### src/rtl/unidade_load_store_if.sv
// Bundle between the memory stage / data RAM and the load/store controller.
interface unidade_load_store_if;
    logic        inicio;
    logic        escrita;
    logic [1:0]  tamanho;
    logic        sinal;
    logic [31:0] endereco;
    logic [31:0] dado_escrita;
    logic [31:0] dado_leitura;
    logic        pronto;
    logic        erro_alinhamento;
    logic        ocupado;
    logic [31:0] ram_endereco;
    logic [31:0] ram_entrada;
    logic        ram_we;
    logic        ram_re;
    logic [31:0] ram_saida;

    // Controller side: takes requests and RAM read data, drives results and RAM strobes.
    modport slave (
        input  inicio, escrita, tamanho, sinal, endereco, dado_escrita, ram_saida,
        output dado_leitura, pronto, erro_alinhamento, ocupado,
        ram_endereco, ram_entrada, ram_we, ram_re
    );

    // Environment side: datapath issuing requests plus the data RAM.
    modport master (
        output inicio, escrita, tamanho, sinal, endereco, dado_escrita, ram_saida,
        input  dado_leitura, pronto, erro_alinhamento, ocupado,
        ram_endereco, ram_entrada, ram_we, ram_re
    );
endinterface

### src/rtl/unidade_load_store.sv
// Byte/halfword/word load-store controller for a word-addressed data RAM.
// Sub-word stores are read-modify-write; loads return an extended 32-bit lane.
module unidade_load_store #(
    parameter int unsigned RAM_PALAVRAS = 1024
) (
    input  logic                 clk,
    input  logic                 rst_n,
    unidade_load_store_if.slave  bus
);

    typedef enum logic [1:0] {
        OCIOSO   = 2'd0,
        LER      = 2'd1,
        ESCREVER = 2'd2,
        CONCLUIR = 2'd3
    } estado_t;

    estado_t     r_estado;
    estado_t     w_prox;

    logic        w_aceita;
    logic        w_rejeita;
    logic        w_pronto;
    logic        w_erro;
    logic        w_ocupado;
    logic        w_re;
    logic        w_we;

    logic [1:0]  r_lane;
    logic [1:0]  r_tamanho;
    logic        r_sinal;
    logic        r_escrita;
    logic        r_erro;
    logic [15:0] r_dado;
    logic [31:0] r_ram_endereco;
    logic [31:0] r_ram_entrada;
    logic [31:0] r_dado_leitura;

    logic [7:0]  w_byte;
    logic [15:0] w_half;
    logic [31:0] w_carga;
    logic [31:0] w_mescla;

    // Request rejection: misalignment, illegal size or word index past the RAM.
    always_comb begin
        w_rejeita = 1'b0;
        case (bus.tamanho)
            2'b01:   w_rejeita = bus.endereco[0];
            2'b10:   w_rejeita = (bus.endereco[1:0] != 2'b00);
            2'b11:   w_rejeita = 1'b1;
            default: ;
        endcase
        if (bus.endereco[31:2] >= 30'(RAM_PALAVRAS)) begin
            w_rejeita = 1'b1;
        end
    end

    // State register.
    always_ff @(posedge clk) begin
        if (!rst_n) begin
            r_estado <= OCIOSO;
        end else begin
            r_estado <= w_prox;
        end
    end

    // Next-state and state-decoded outputs; a reset edge suppresses the write strobe.
    always_comb begin
        w_prox    = r_estado;
        w_aceita  = 1'b0;
        w_pronto  = 1'b0;
        w_erro    = 1'b0;
        w_ocupado = 1'b1;
        w_re      = 1'b0;
        w_we      = 1'b0;
        case (r_estado)
            OCIOSO: begin
                w_ocupado = 1'b0;
                if (bus.inicio) begin
                    w_aceita = 1'b1;
                    if (w_rejeita) begin
                        w_prox = CONCLUIR;
                    end else if (bus.escrita && (bus.tamanho == 2'b10)) begin
                        w_prox = ESCREVER;
                    end else begin
                        w_prox = LER;
                    end
                end
            end
            LER: begin
                w_re   = 1'b1;
                w_prox = r_escrita ? ESCREVER : CONCLUIR;
            end
            ESCREVER: begin
                w_we   = rst_n;
                w_prox = CONCLUIR;
            end
            CONCLUIR: begin
                w_pronto = 1'b1;
                w_erro   = r_erro;
                w_prox   = OCIOSO;
            end
            default: w_prox = OCIOSO;
        endcase
    end

    // Lane extraction for loads and lane merge for sub-word stores (little-endian).
    always_comb begin
        w_byte   = bus.ram_saida[{r_lane, 3'b000} +: 8];
        w_half   = bus.ram_saida[{r_lane[1], 4'b0000} +: 16];
        w_carga  = bus.ram_saida;
        w_mescla = bus.ram_saida;
        case (r_tamanho)
            2'b00: begin
                w_carga = r_sinal ? {{24{w_byte[7]}}, w_byte} : {24'h000000, w_byte};
                w_mescla[{r_lane, 3'b000} +: 8] = r_dado[7:0];
            end
            2'b01: begin
                w_carga = r_sinal ? {{16{w_half[15]}}, w_half} : {16'h0000, w_half};
                w_mescla[{r_lane[1], 4'b0000} +: 16] = r_dado;
            end
            default: ;
        endcase
    end

    // Request latch, write-word staging and load result register.
    always_ff @(posedge clk) begin
        if (!rst_n) begin
            r_lane         <= 2'b00;
            r_tamanho      <= 2'b00;
            r_sinal        <= 1'b0;
            r_escrita      <= 1'b0;
            r_erro         <= 1'b0;
            r_dado         <= 16'h0000;
            r_ram_endereco <= 32'h0000_0000;
            r_ram_entrada  <= 32'h0000_0000;
            r_dado_leitura <= 32'h0000_0000;
        end else begin
            if (w_aceita) begin
                r_ram_endereco <= {2'b00, bus.endereco[31:2]};
                r_lane         <= bus.endereco[1:0];
                r_tamanho      <= bus.tamanho;
                r_sinal        <= bus.sinal;
                r_escrita      <= bus.escrita;
                r_dado         <= bus.dado_escrita[15:0];
                r_erro         <= w_rejeita;
                if (!w_rejeita && bus.escrita && (bus.tamanho == 2'b10)) begin
                    r_ram_entrada <= bus.dado_escrita;
                end
            end
            if (r_estado == LER) begin
                if (r_escrita) begin
                    r_ram_entrada <= w_mescla;
                end else begin
                    r_dado_leitura <= w_carga;
                end
            end
        end
    end

    assign bus.dado_leitura     = r_dado_leitura;
    assign bus.pronto           = w_pronto;
    assign bus.erro_alinhamento = w_erro;
    assign bus.ocupado          = w_ocupado;
    assign bus.ram_endereco     = r_ram_endereco;
    assign bus.ram_entrada      = r_ram_entrada;
    assign bus.ram_we           = w_we;
    assign bus.ram_re           = w_re;

endmodule

### src/flat_wrapper.sv
// flat-port wrapper written by rule: the top's interface ports become plain ports
module unidade_load_store_flat 
#(
    parameter int unsigned RAM_PALAVRAS = 1024
)
  (clk, rst_n, bus_inicio, bus_escrita, bus_tamanho, bus_sinal, bus_endereco, bus_dado_escrita, bus_ram_saida, bus_dado_leitura, bus_pronto, bus_erro_alinhamento, bus_ocupado, bus_ram_endereco, bus_ram_entrada, bus_ram_we, bus_ram_re);
  unidade_load_store_if bus_i ();
  input  logic clk;
  input  logic rst_n;
  input wire logic [$bits(bus_i.inicio)-1:0] bus_inicio;
  input wire logic [$bits(bus_i.escrita)-1:0] bus_escrita;
  input wire logic [$bits(bus_i.tamanho)-1:0] bus_tamanho;
  input wire logic [$bits(bus_i.sinal)-1:0] bus_sinal;
  input wire logic [$bits(bus_i.endereco)-1:0] bus_endereco;
  input wire logic [$bits(bus_i.dado_escrita)-1:0] bus_dado_escrita;
  input wire logic [$bits(bus_i.ram_saida)-1:0] bus_ram_saida;
  output wire logic [$bits(bus_i.dado_leitura)-1:0] bus_dado_leitura;
  output wire logic [$bits(bus_i.pronto)-1:0] bus_pronto;
  output wire logic [$bits(bus_i.erro_alinhamento)-1:0] bus_erro_alinhamento;
  output wire logic [$bits(bus_i.ocupado)-1:0] bus_ocupado;
  output wire logic [$bits(bus_i.ram_endereco)-1:0] bus_ram_endereco;
  output wire logic [$bits(bus_i.ram_entrada)-1:0] bus_ram_entrada;
  output wire logic [$bits(bus_i.ram_we)-1:0] bus_ram_we;
  output wire logic [$bits(bus_i.ram_re)-1:0] bus_ram_re;
  assign bus_i.inicio = bus_inicio;
  assign bus_i.escrita = bus_escrita;
  assign bus_i.tamanho = bus_tamanho;
  assign bus_i.sinal = bus_sinal;
  assign bus_i.endereco = bus_endereco;
  assign bus_i.dado_escrita = bus_dado_escrita;
  assign bus_i.ram_saida = bus_ram_saida;
  assign bus_dado_leitura = bus_i.dado_leitura;
  assign bus_pronto = bus_i.pronto;
  assign bus_erro_alinhamento = bus_i.erro_alinhamento;
  assign bus_ocupado = bus_i.ocupado;
  assign bus_ram_endereco = bus_i.ram_endereco;
  assign bus_ram_entrada = bus_i.ram_entrada;
  assign bus_ram_we = bus_i.ram_we;
  assign bus_ram_re = bus_i.ram_re;
  unidade_load_store #(.RAM_PALAVRAS(RAM_PALAVRAS)) u_core (.clk(clk), .rst_n(rst_n), .bus(bus_i));
endmodule
### config.mk
export PLATFORM = sky130hd
export DESIGN_NAME = unidade_load_store_flat
export DESIGN_NICKNAME = d
export VERILOG_FILES = /design/src/rtl/unidade_load_store_if.sv /design/src/rtl/unidade_load_store.sv /design/src/flat_wrapper.sv
export SDC_FILE = /design/constraint.sdc
export NUM_CORES = 1
export LEC_CHECK = 0
export BUFFER_PORTS_ARGS = -buffer_cell sky130_fd_sc_hd__buf_4
export CORE_UTILIZATION = 54
export CTS_CLUSTER_SIZE = 10
export DETAILED_ROUTE_END_ITERATION = 10
export PLACE_DENSITY = 0.95
export SLEW_MARGIN = 20
export SYNTH_ARGS = -nofsm -noshare
export SYNTH_HDL_FRONTEND = slang
export SYNTH_SLANG_ARGS = --single-unit
### constraint.sdc
create_clock -name clk -period 5.6 [get_ports clk]
set_clock_uncertainty 0.2 [all_clocks]
set_input_delay 1.4 -clock clk [delete_from_list [all_inputs] [get_ports clk]]
set_output_delay 1.4 -clock clk [all_outputs]
set_load 0.05 [all_outputs]
[Word level (Yosys, flattened, before mapping)]
Index checks and enable logic that the tools add are counted.
Word-level totals
  output and inout port bits: 101
  input port bits: 103
  word-level logic and storage cells: 60
  flip-flop bits (word level): 119
Operators by class
  $add $sub $neg: 2
  $lt $le $gt $ge: 1
  bitwise gates (word level): 1
  reduce and logical (&&, ||, !) cells: 8
  multiplexer cells: 24
  equality and inequality tests: 8
  shift operators: 6
Operator list (count)
  $mux 32: 6
  $pmux 32 s2: 2
  $bwmux 32: 2
  $shift 16x7->32 const A: 1
  $shift 8x7->32 const A: 1
  $shiftx 16x7->32: 1
  $shiftx 32x6->16: 1
  $shiftx 32x6->8: 1
  $shiftx 8x7->32: 1
  $ge 30x11->1 const B: 1
  $neg 5->7: 2
  $mux 1: 9
  $eq 2x2->1 const B: 4
  $pmux 2 s4: 1
  $eq 2x1->1 const B: 3
  $mux 2: 3
  $logic_not 2->1: 2
  $logic_and 1x1->1: 3
  $pmux 1 s3: 1
  $ne 2x2->1 const B: 1
  $reduce_and 2->1: 1
  $reduce_bool 2->1: 1
  $logic_not 1->1: 1
  $not 1->1: 1

[Logic depth before layout (Yosys ltp)]
  depth after elaboration: 10
  gate-level depth with buffers: 8
  depth with buffers taken out: 7

[Worst setup path after synthesis]
OpenSTA, ideal clock, no wires.
  path type: input to output
  start: in rst_n
  end: out bus_ram_we
  cell stages on the path: 3
  path slack: 1.779 ns
  buffers on the path: 2
  arrival time: 2.221 ns
  cell sequence: buf_2 clkbuf_1 and2_1
On the way
  longest elaborated chain between the ends: 1
RTL lines
  start, declared: line flat_wrapper.sv:9  | input logic rst_n;
  $mux 1: line unidade_load_store.sv:76  | case (r_estado)
  end, declared: line flat_wrapper.sv:23  | output wire logic [$bits(bus_i.ram_we)-1:0] bus_ram_we;
Every way passes these cells.

[Worst setup path in the final report]
Ends and elaborated chain as after synthesis.

==> results_tabular.tex <==
\begin{tabular}{lr}
\hline
Metric & Value \\
\hline
\multicolumn{2}{l}{\textbf{Route}} \\
\quad Routed length per instance & $\sim$19 um \\
\quad Number of nets with antenna violations after routing & 0 \\
\quad Vias & roughly 6000 \\
\quad 1st-pass router iterations & 6 \\
\quad DRC viols & 0 \\
\quad Vias per cell & between 6 and 7 \\
\quad Drt initial violations & 515 \\
\quad Total routed wirelength & around 19 mm \\
\multicolumn{2}{l}{\textbf{Critical path}} \\
\quad Cell family with most CP delay & buffers and inverters \\
\quad Start-to-end type of the worst setup path & primary input to output port \\
\quad Count of buffer and inverter cells on the critical path & 2 \\
\quad Worst setup path start & rst\_n \\
\quad Slowest Stage Delay on Critical Path & 360 ps \\
\quad Critical path peak fanout & between 50 and 60 \\
\quad Worst path most repeated cell & sky130\_fd\_sc\_hd\_\_buf\_4 \\
\quad Library cell contributing the largest single delay on the critical path & sky130\_fd\_sc\_hd\_\_buf\_4 \\
\quad Critical path, cell by cell & buf\_4 -> and2\_1 -> buf\_4 \\
\quad Crit end category & output port \\
\quad Worst path arrival time & approximately 2200 ps \\
\quad Worst Setup Start Kind & primary input \\
\quad Startpoint of the worst-slack reg-to-reg timing path & u\_core.r\_lane[1]\$\_SDFFE\_PN0P\_ \\
\quad CP required & 4000 ps \\
\multicolumn{2}{l}{\textbf{Yosys}} \\
\quad Cell types with the highest counts after synthesis & sky130\_fd\_sc\_hd\_\_nand2\_1 (139), sky130\_fd\_sc\_hd\_\_dfxtp\_1 (119), sky130\_fd\_sc\_hd\_\_a21oi\_1 (61), sky130\_fd\_sc\_hd\_\_a21boi\_1 (52), sky130\_fd\_sc\_hd\_\_o21ai\_0 (49) \\
\quad Number of enable-type register cells in the synthesized netlist & 0 \\
\quad Most used standard cell by instance count after synthesis & sky130\_fd\_sc\_hd\_\_nand2\_1 \\
\quad Ys async rst share & 0\% \\
\quad Number of synthesis warnings & 0 \\
\quad Synth area leader & sky130\_fd\_sc\_hd\_\_dfxtp\_1 \\
\quad Sequential element share of the synthesized area & between 40\% and 50\% \\
\quad Mapped cell area & 5810 um\^{}2 \\
\quad Post-synthesis sequential element count & about 120 \\
\quad Syn Inst Count & 674 \\
\quad Cell types with the largest area share after synthesis & sky130\_fd\_sc\_hd\_\_dfxtp\_1 (41\%), sky130\_fd\_sc\_hd\_\_nand2\_1 (9.0\%), sky130\_fd\_sc\_hd\_\_a21boi\_1 (6.7\%) \\
\quad Share of the synthesized area in the top cell type & about two fifths \\
\quad Most frequently used flop master after synthesis & sky130\_fd\_sc\_hd\_\_dfxtp\_1 \\
\quad Average footprint of a synthesized cell & approximately 8.6 um\^{}2 \\
\quad Netlist cell types & 50 \\
\multicolumn{2}{l}{\textbf{Floorplan}} \\
\quad Core footprint & approximately 10000 um\^{}2 \\
\quad Number of core rows & 37 \\
\quad Chip Height & $\sim$110 um \\
\quad Effective utilization at floorplan & around 56\% \\
\quad Num ports & 204 \\
\quad Width of the die & 106 um \\
\quad Floorplan die area & roughly 11000 um\^{}2 \\
\multicolumn{2}{l}{\textbf{Power and ir drop}} \\
\quad Int Pwr & roughly 2.3 mW \\
\quad Power per standard cell area & between 500 and 600 nW/um\^{}2 \\
\quad Part of the total power dissipated in the clock network & a little under a third \\
\quad Power share of the combinational group & 39.6\% \\
\quad Peak ir drop on the vdd network & 313 uV \\
\quad Switching share of total power & approximately two fifths \\
\quad Sequential fraction of design power & 29.2\% \\
\quad NetSw & approximately 1.7 mW \\
\quad Static leakage & between 3 and 4 nW \\
\multicolumn{2}{l}{\textbf{Placed design}} \\
\quad Half-perimeter wire length after placement & 12.9 mm \\
\quad Post-place setup slack & 1840 ps \\
\quad Total placed cells including tap cells & $\sim$960 \\
\quad Total of buffers placed on input and output ports & around 200 \\
\quad Routability cong. & about 0.90 \\
\multicolumn{2}{l}{\textbf{Clocking}} \\
\quad Number of sinks handled by clock tree synthesis & between 100 and 150 \\
\quad Clock Latency Late Sink & about 520 ps \\
\quad Hold-fix buffer count after cts & 0 \\
\quad H-tree levels & 4 \\
\quad Total of cells resized after clock tree synthesis & 0 \\
\quad Deepest clock path buffer count & 2 \\
\quad Clock input transition at the sequential cells of the worst setup and hold paths & 60 ps \\
\quad Root cell of the clock tree & sky130\_fd\_sc\_hd\_\_clkbuf\_8 \\
\quad Total CTS buffers & 17 \\
\quad Setup Fix Bufs, Post-CTS & 0 \\
\quad Clock tree from TritonCTS & yes \\
\multicolumn{2}{l}{\textbf{Run status}} \\
\quad Status & finished clean \\
\multicolumn{2}{l}{\textbf{Final layout}} \\
\quad Reg area & approximately 2400 um\^{}2 \\
\quad Filler Cells Inserted & 715 \\
\quad Inserted Diodes & 0 \\
\quad Fraction of layout cells with a size suffix above 1 & between 30\% and 40\% \\
\quad Final core utilization & around three quarters \\
\quad Fin cells & just under 1000 \\
\quad Area growth, synth to finish & 37.0\% \\
\quad Final Net Count & between 900 and 1000 \\
\quad Area of the multi-input gates & around 3200 um\^{}2 \\
\multicolumn{2}{l}{\textbf{Global routing}} \\
\quad Number of antenna violations at the first check in global routing & 0 \\
\quad Vias in the first global route & about 5700 \\
\quad GR Util All Layers & roughly a third \\
\quad Grt ovf & 0 \\
\quad First-pass GRT wire length & roughly 29 mm \\
\quad Largest net degree at the start of global routing & 70 \\
\multicolumn{2}{l}{\textbf{Timing}} \\
\quad Number of setup violations in the final report & 0 \\
\quad Setup\_tns & 0 ps \\
\quad Crit path time final & around 3800 ps \\
\quad Final hold slack & roughly 250 ps \\
\quad Worst-margin pin slew & between 800 and 900 ps \\
\quad Slew Viols, Final & 0 \\
\quad Final-report hold violation count & 0 \\
\quad Tcrit/Tclk final & between 60\% and 70\% \\
\quad Unrepaired setup endpoints after global routing & false \\
\quad Worst slew slack as a fraction of its limit & $\sim$44\% \\
\quad Final critical-path setup slack & between 1500 and 2000 ps \\
\quad Maximum clock rate & approximately 270 MHz \\
\multicolumn{2}{l}{\textbf{Hold path}} \\
\quad Min-delay src & u\_core.bus.ram\_endereco[12]\$\_SDFFE\_PN0P\_ \\
\quad Path category of the worst min-delay check & register to register \\
\multicolumn{2}{l}{\textbf{Job}} \\
\quad Number of max-cap violations & 0 \\
\hline
\end{tabular}
[logic make-up after synthesis]
group	count (synthesis)	synth area share (%)
mux	35	6.61
other cells	1	0.0646
flops	119	41.0
buf+inv	61	4.78
fa+ha+maj	10	2.15
simple gates	211	18.1
compound gates	237	27.2
[cell type report]
class                      count  share of cell area [%]
clock buffer                  18                    5.38
timing repair buffer         207                    19.5
multi-input combinational    495                    39.7
inverter                       6                   0.283
tap                          136                    2.14
clock inverter                14                    3.10
sequential                   119                    29.9
[power by group through the flow]
stage	combinational, mW	clock, mW	sequential, mW
6_report	1.59	1.25	1.17
5_1_grt	1.68	1.30	1.19
4_1_cts	1.58	1.25	1.17
3_5_place_dp	1.57	0	1.18
3_3_place_gp	1.55	0	1.17
2_1_floorplan	0.603	0	1.67
[state kept, by name, summed over array words and instances (netlist names)]
register,flops
u_core.r_erro,1
u_core.r_dado,16
u_core.r_lane,2
u_core.r_tamanho,2
u_core.r_estado,2
u_core.bus.ram_entrada,32
u_core.r_escrita,1
u_core.bus.ram_endereco,30
u_core.bus.dado_leitura,32
u_core.r_sinal,1
[tightest hold or removal path: stages, from the launching register on]
cell	delay [ps]
sky130_fd_sc_hd__dfxtp_1	310
sky130_fd_sc_hd__nand2_1	50
sky130_fd_sc_hd__a21boi_1	50
[cells in the final DEF (no fill, tap or decap), drive strengths merged, types with 9 or more instances in the layout]
cell | netlist | routed
buf | 16 | 207
nand2 | 140 | 140
dfxtp | 119 | 119
a21oi | 61 | 61
a21boi | 52 | 52
o21ai | 50 | 50
mux2i | 26 | 26
a22oi | 22 | 22
nor3 | 19 | 19
clkbuf | 39 | 18
o22a | 16 | 16
a221o | 14 | 14
ha | 10 | 10
nor2 | 9 | 9
[metrics by stage]
step	area [um^2]	power [mW]
after floorplan	5810	2.27
after global placement	7290	2.72
after detailed placement	7290	2.75
after CTS	7960	4.01
after global routing	7960	4.17
final	7960	4.01
[final timing paths]
path,end,cells after the start,slack (ps)
max,bus_ram_we,3,1830
min,u_core.bus.ram_endereco[12]$_SDFFE_PN0P_,2,250
max reg2reg,u_core.bus.ram_entrada[25]$_SDFF_PN0_,7,2620
min reg2reg,u_core.bus.ram_endereco[12]$_SDFFE_PN0P_,2,250
[per-layer routing]
layer  wire length (um)  track usage (%)
met4                822             16.2
met5                  0                0
met3               2130             11.4
met2               8600             54.0
met1               7000             37.5
(Power assumes the default switching activity.)
